File: src/rtl/fsm_seq_pkg.sv
`default_nettype none
// +--------------------------------------------------------------------+
// | fsm_seq_pkg : shared types for the sequence-detector test sequencer  |
// | rev 1.0                                                            |
// +--------------------------------------------------------------------+
package fsm_seq_pkg;

  typedef enum logic [2:0] {
    IDLE  = 3'd0,
    CLEAR = 3'd1,
    RUN   = 3'd2,
    DRAIN = 3'd3,
    DONE  = 3'd4
  } seq_state_t;

  // Truncated to the counter width where used; all-ones means "no mismatch".
  localparam logic [31:0] FIRST_MIS_NONE = 32'hFFFF_FFFF;

endpackage
`default_nettype wire

File: src/rtl/fsm_seq_ctrl.sv
`default_nettype none
// +--------------------------------------------------------------------+
// | fsm_seq_ctrl : plays a serial pattern into two detector FSMs and     |
// | compares their z outputs in lockstep.                   rev 1.0      |
// +--------------------------------------------------------------------+
module fsm_seq_ctrl
  import fsm_seq_pkg::*;
#(
  parameter int PATTERN_LEN = 16,
  parameter int CNT_W       = $clog2(PATTERN_LEN + 1)
) (
  input  logic                   clk,
  input  logic                   reset,
  input  logic                   start,
  input  logic [PATTERN_LEN-1:0] pattern,
  input  logic                   z_onehot,
  input  logic                   z_binary,
  output logic                   w,
  output logic                   fsm_reset,
  output logic                   busy,
  output logic                   done,
  output logic                   mismatch,
  output logic [CNT_W-1:0]       mismatch_count,
  output logic [CNT_W-1:0]       first_mis_idx,
  output logic [PATTERN_LEN-1:0] z_trace
);

  localparam int               IDX_W    = $clog2(PATTERN_LEN);
  localparam logic [IDX_W-1:0] IDX_LAST = IDX_W'(PATTERN_LEN - 1);
  localparam logic [CNT_W-1:0] MIS_NONE = CNT_W'(FIRST_MIS_NONE);

  seq_state_t             state_q, state_d;
  logic [IDX_W-1:0]       idx_q, idx_d;
  logic [PATTERN_LEN-1:0] pat_q, pat_d;
  logic                   w_q, w_d;
  logic                   busy_q, busy_d;
  logic                   done_q, done_d;
  logic                   mismatch_q, mismatch_d;
  logic [CNT_W-1:0]       count_q, count_d;
  logic [CNT_W-1:0]       first_q, first_d;
  logic [PATTERN_LEN-1:0] trace_q, trace_d;

  logic                   sample_en;
  logic [IDX_W-1:0]       sample_idx;

  always_comb begin
    state_d    = state_q;
    idx_d      = idx_q;
    pat_d      = pat_q;
    mismatch_d = mismatch_q;
    count_d    = count_q;
    first_d    = first_q;
    trace_d    = trace_q;
    sample_en  = 1'b0;
    sample_idx = '0;

    case (state_q)
      IDLE, DONE: begin
        if (start) begin
          state_d    = CLEAR;
          pat_d      = pattern;
          mismatch_d = 1'b0;
          count_d    = '0;
          first_d    = MIS_NONE;
          trace_d    = '0;
        end
      end
      CLEAR: begin
        state_d = RUN;
        idx_d   = '0;
      end
      RUN: begin
        // z lags w by one cycle, so the sample seen now belongs to bit idx-1.
        sample_en  = (idx_q != '0);
        sample_idx = idx_q - IDX_W'(1);
        if (idx_q == IDX_LAST) begin
          state_d = DRAIN;
        end else begin
          idx_d = idx_q + IDX_W'(1);
        end
      end
      DRAIN: begin
        sample_en  = 1'b1;
        sample_idx = IDX_LAST;
        state_d    = DONE;
      end
      default: state_d = IDLE;
    endcase

    if (sample_en) begin
      trace_d[sample_idx] = z_onehot;
      if (z_onehot != z_binary) begin
        mismatch_d = 1'b1;
        count_d    = count_q + CNT_W'(1);
        if (!mismatch_q) begin
          first_d = CNT_W'(sample_idx);
        end
      end
    end

    w_d    = (state_d == RUN) ? pat_q[idx_d] : 1'b0;
    busy_d = (state_d == CLEAR) || (state_d == RUN) || (state_d == DRAIN);
    done_d = (state_d == DONE);
  end

  always_ff @(posedge clk) begin
    if (reset) begin
      state_q    <= IDLE;
      idx_q      <= '0;
      pat_q      <= '0;
      w_q        <= 1'b0;
      busy_q     <= 1'b0;
      done_q     <= 1'b0;
      mismatch_q <= 1'b0;
      count_q    <= '0;
      first_q    <= MIS_NONE;
      trace_q    <= '0;
    end else begin
      state_q    <= state_d;
      idx_q      <= idx_d;
      pat_q      <= pat_d;
      w_q        <= w_d;
      busy_q     <= busy_d;
      done_q     <= done_d;
      mismatch_q <= mismatch_d;
      count_q    <= count_d;
      first_q    <= first_d;
      trace_q    <= trace_d;
    end
  end

  assign fsm_reset      = reset || (state_q == CLEAR);
  assign w              = w_q;
  assign busy           = busy_q;
  assign done           = done_q;
  assign mismatch       = mismatch_q;
  assign mismatch_count = count_q;
  assign first_mis_idx  = first_q;
  assign z_trace        = trace_q;

endmodule
`default_nettype wire

File: config.mk
export PLATFORM = sky130hd
export DESIGN_NAME = fsm_seq_ctrl
export DESIGN_NICKNAME = d
export VERILOG_FILES = /design/src/rtl/fsm_seq_pkg.sv /design/src/rtl/fsm_seq_ctrl.sv
export SDC_FILE = /design/constraint.sdc
export NUM_CORES = 1
export LEC_CHECK = 0
export CORE_UTILIZATION = 55
export DETAILED_ROUTE_END_ITERATION = 10
export PLACE_DENSITY = 0.95
export SYNTH_ARGS = -nofsm -noshare
export SYNTH_HDL_FRONTEND = slang
export SYNTH_SLANG_ARGS = --single-unit
File: constraint.sdc
create_clock -name clk -period 3.8 [get_ports clk]
set_input_delay 0.57 -clock clk [delete_from_list [all_inputs] [get_ports clk]]
set_output_delay 0.57 -clock clk [all_outputs]
set_load 0.01 [all_outputs]
==> Word level (Yosys, flattened, before mapping) <==
Cells that the tools add are included.
{ "classes": {"add_sub_neg": 3, "order_cmp": 3, "n_eq_ne": 10, "mux": 28, "bitwise": 1, "n_reduce_logical": 9} }
{ "op_table": {"columns": ["operator", "count"], "rows": [
  ["$mux W16", 3],
  ["$mux W5", 9],
  ["$bwmux W16", 1],
  ["$pmux W4 S2", 2],
  ["$eq A3 B2 Y1 const B", 4],
  ["$pmux W3 S4", 1],
  ["$lt A4 B5 Y1 const B", 2],
  ["$eq A3 B1 Y1 const B", 2],
  ["$eq A3 B3 Y1 const B", 2],
  ["$mux W1", 6],
  ["$mux W3", 2],
  ["$add A5 B1 Y5 const B", 1],
  ["$add A4 B1 Y4 const B", 1],
  ["$bmux W1 S4", 1],
  ["$demux W1 S4", 1],
  ["$eq A4 B4 Y1 const B", 1],
  ["$ge A4 B1 Y1 const B", 1],
  ["$mux W4", 1],
  ["$reduce_bool A4 Y1", 1],
  ["$reduce_or A2 Y1", 2],
  ["$sub A4 B1 Y4 const B", 1],
  ["$logic_not A3 Y1", 1],
  ["$logic_or A1 B1 Y1", 3],
  ["$pmux W1 S2", 1],
  ["4 further kinds", 4]
]} }
{ "word_totals": {"regBits": 53, "inputBits": 21, "output_inout_bits": 31, "word_cells": 64} }

==> Logic depth before layout (Yosys ltp) <==
{ "depth": {"ltp_word": 8, "ltp_mapped": 10, "ltp_nobuf": 8} }

==> Worst setup path after synthesis <==
OpenSTA, ideal clock, no wires.
{ "synth_timing": {"path_type": "flip-flop to flip-flop", "start": "register idx_q[1]", "end": "register w_q (netlist: w)", "setup_ns": 0.118, "arrival_time_ns": 1.809, "t_required_ns": 3.682, "path_slack_ns": 1.873, "stages_incl_launch_ff": 10, "path_buffers": 1, "synth_period_minus_slack_ns": 1.927, "path_cell_list": "dfxtp_1 -> ha_1 -> nand3_1 -> a211oi_2 -> or2_0 -> buf_2 -> mux2i_1 -> o32a_1 -> o21ai_1 -> o2bb2ai_1"} }
{ "synth_via": {"elab_chain_len": 6, "elab_cells_between_ends": 11, "classes_between": "1 x add/sub; 2 x eq/ne; 6 x mux; 1 x bitwise; 1 x reduce/logical"} }
{ "synth_lines": {"columns": ["item", "line", "source"], "rows": [
  ["from (decl)", "fsm_seq_ctrl.sv:33", "logic [IDX_W-1:0] idx_q, idx_d;"],
  ["from (signal assigned)", "fsm_seq_ctrl.sv:120", "idx_q <= idx_d;"],
  ["branches (longest 6 deep; another with $add A4 B1 Y4)", null, null],
  ["to (signal assigned)", "fsm_seq_ctrl.sv:122", "w_q <= w_d;"],
  ["to (decl)", "fsm_seq_ctrl.sv:35", "logic w_q, w_d;"]
]} }
Parallel ways; which one is timed is not known. The select of a mux whose other input is x is not followed.
A chain may end at the register's enable or synchronous reset.

==> Final worst setup path <==
{ "layout_timing": {"start": "register state_q[0]", "end": "output fsm_reset"} }
{ "layout_via": {"elab_chain_len": 2} }
{ "layout_lines": {"columns": ["item", "line", "source"], "rows": [
  ["from (decl)", "fsm_seq_ctrl.sv:32", "seq_state_t state_q, state_d;"],
  ["from (signal assigned)", "fsm_seq_ctrl.sv:119", "state_q <= state_d;"],
  ["$eq A3 B1 Y1", "fsm_seq_ctrl.sv:132", "assign fsm_reset = reset || (state_q == CLEAR);"],
  ["$logic_or A1 B1 Y1", "fsm_seq_ctrl.sv:132", null],
  ["to (decl)", "fsm_seq_ctrl.sv:19", "output logic fsm_reset,"]
]} }
Every way passes these cells.

==> summary.md <==
| Metric | Value |
|---|---|
| Setup TNS | 0 ps |
| Sequential fraction of the synthesis area | 41.6% |
| Chip width | 70.1 um |
| Minimum hold slack | 462 ps |
| DRT Wirelength | 5730 um |
| CP arrival | 2240 ps |
| First-pass GRT wire length | 9660 um |
| ANT nets after route | 0 |
| Slew HR | 59.9% |
| GRT Total Usage | 24.5% |
| Worst vdd ir | 0.249 mV |
| Final min period | 2810 ps |
| Worst-margin pin slew | 600 ps |
| Layout Nets | 388 |
| Top FF cell, synth | dfxtp_1 |
| Area share of the largest cell type after synthesis | 41.6% |
| Number of top-level pins | 52 |
| Post-CTS Hold Fix Bufs | 0 |
| Largest net degree at the start of global routing | 54 |
| Initial antenna violation count | 0 |
| Fmax | 356 MHz |
| Placed insts | 409 |
| Slew Limit Fails | 0 |
| DR vias/cell | 5.78 |
| Clk_lat worst skew | 320 ps |
| Worst setup margin | 989 ps |
| Cell with the most instances after synthesis | nand2_1 |
| Placed instance area | 0.00304 mm2 |
| Final Util | 71.0% |
| Clock Tree Root | clkbuf_8 |
| Crit path required time | 3230 ps |
| Die Ht | 70.1 um |
| Syn_nets | 351 |
| Num CTS Buffers | 5 |
| Pwr Density | 350 mW/mm2 |
| Core Region | 0.00441 mm2 |
| Detail Placement HPWL | 3900 um |
| Synth Instances | 327 |
| Status | finished, final reports clean |
| Diodes inserted | 0 |
| Total power | 1.10 mW |
| Max Cap Violations | 0 |
| Fin Clk Skew | 9.80 ps |
| Number of global-route vias before repair | 2169 |
| Post-route non-filler standard cell count | 417 |
| Initial DRT Pass Iterations | 5 |
| Remaining DRCs | 0 |
| Initial Utilization | 57.8% |
| Hold Path Class | flip-flop to flip-flop |
| Final period util | 74.0% |
| Row count | 24 |
| Layout area overhead | 22.9% |
| Fraction of registers with async set/reset | 0% |
| Crit path max fanout | 14 |
| Kind of critical path | flip-flop to primary output |
| Synth Cell Area | 0.00255 mm2 |
| Die ar. | 0.00491 mm2 |
| Ratio of cells with drive above 1 in the final layout | 8.49% |
| DR vias | 2410 |
| Synth cell types | 57 |
| Clk sinks | 53 |
| Longest Clk Path Bufs | 2 |
| # setup viols final | 0 |
| H-tree depth | 2 |
| PortBufs | 51 |
| EDFF count, synth | 0 |
| Final hold violations | 0 |
| Synth top area cells | dfxtp_1, a21oi_1, nand2_1 |
| WL/cell | 13.7 um |
| Design area | 0.00313 mm2 |
| Lkg Pwr | 1.06 nW |
| Mapped Avg Cell Area | 7.80 um2 |
| Dpl ws | 1200 ps |
| Initial detailed-routing violation count | 165 |
| Post-synth top cells | nand2_1, dfxtp_1, a21oi_1 |
| RSZ-0062 raised after global routing | false |
| Fillers | 334 |
| Post-cts gate resize count | 0 |
| Postcts setup bufs | 0 |
| CP Capture Type | primary output |
| Synth Warn # | 0 |
| Leading area contributor after synthesis | dfxtp_1 |
| Grt total ovfl | 0 |
| Yosys reg bits | 53 |
| Startpoint types | flip-flop |
| RD Place Congestion | 0.820 |
| CTS tree | built |
| Clock slew seen by the registers of the worst setup and hold paths | 100 ps |
## final cells by class
cell class	count	area [um2]	area share [%]
clock inverters	3	21.3	0.679
multi-input cells	244	1360	43.5
inverters	6	22.5	0.719
clock buffers	5	68.8	2.20
repair buffers	54	533	17.0
flip-flops and latches	53	1060	33.9
well taps	52	65.1	2.08
## per-layer routing
layer | vias up | routed length (um) | global-route usage (%)
met2 | 88 | 2820 | 40.1
li1 | 1211 | - | -
met1 | 1099 | 2500 | 30.7
met4 | 0 | 121 | 12.0
met3 | 12 | 283 | 4.91
met5 | - | 0 | 0
## sequential cells by signal, indices dropped and copies added, names as in the netlist
register / count
first_mis_idx: 5
mismatch: 1
z_trace: 16
w: 1
pat_q: 16
busy: 1
state_q: 3
mismatch_count: 5
done: 1
idx_q: 4
## path summary, 6_finish.rpt
check | start | to | slack [ps] | depth (start not counted)
setup / recovery | state_q[0] | fsm_reset | 990 | 3
hold / removal | pat_q[2] | pat_q[2] | 460 | 2
setup reg to reg | idx_q[0] | w | 1350 | 8
hold reg to reg | pat_q[2] | pat_q[2] | 460 | 2
## report_power, final
group          switching [mW]  leakage [nW]  internal (mW)  total (mW)
combinational           0.106         0.587         0.0746       0.181
sequential             0.0207         0.430          0.574       0.595
clock                   0.191        0.0445          0.131       0.322
## cells by family after synthesis
group / after synthesis / share of synthesized area, %
AOI/OAI and AO/OA: 73 / 17.6
xor gates and xnor gates: 4 / 1.37
adders and majority gates: 3 / 1.47
buffers and inverters: 30 / 5.20
DFF: 53 / 41.6
muxes: 4 / 1.57
and+or+nand+nor: 160 / 31.2
## cells in the final DEF, fill, tap and decap left out, types with 4 or more instances in the layout
master	count
nor3_1	6
clkdlybuf4s50_1	51
inv_1	6
or2_2	4
nand2_1	57
nand4_1	4
dfxtp_1	53
nand3_1	39
clkbuf_8	5
a21oi_1	45
nor2_1	24
o21ai_1	4
mux2i_1	4
## critical path, cell delays in order (launching register included)
cell and delay [ps]:
dfxtp_1 680, nor3b_2 520, or2_2 200, clkdlybuf4s50_1 530
Note: power is estimated with default switching activity, not from simulation.
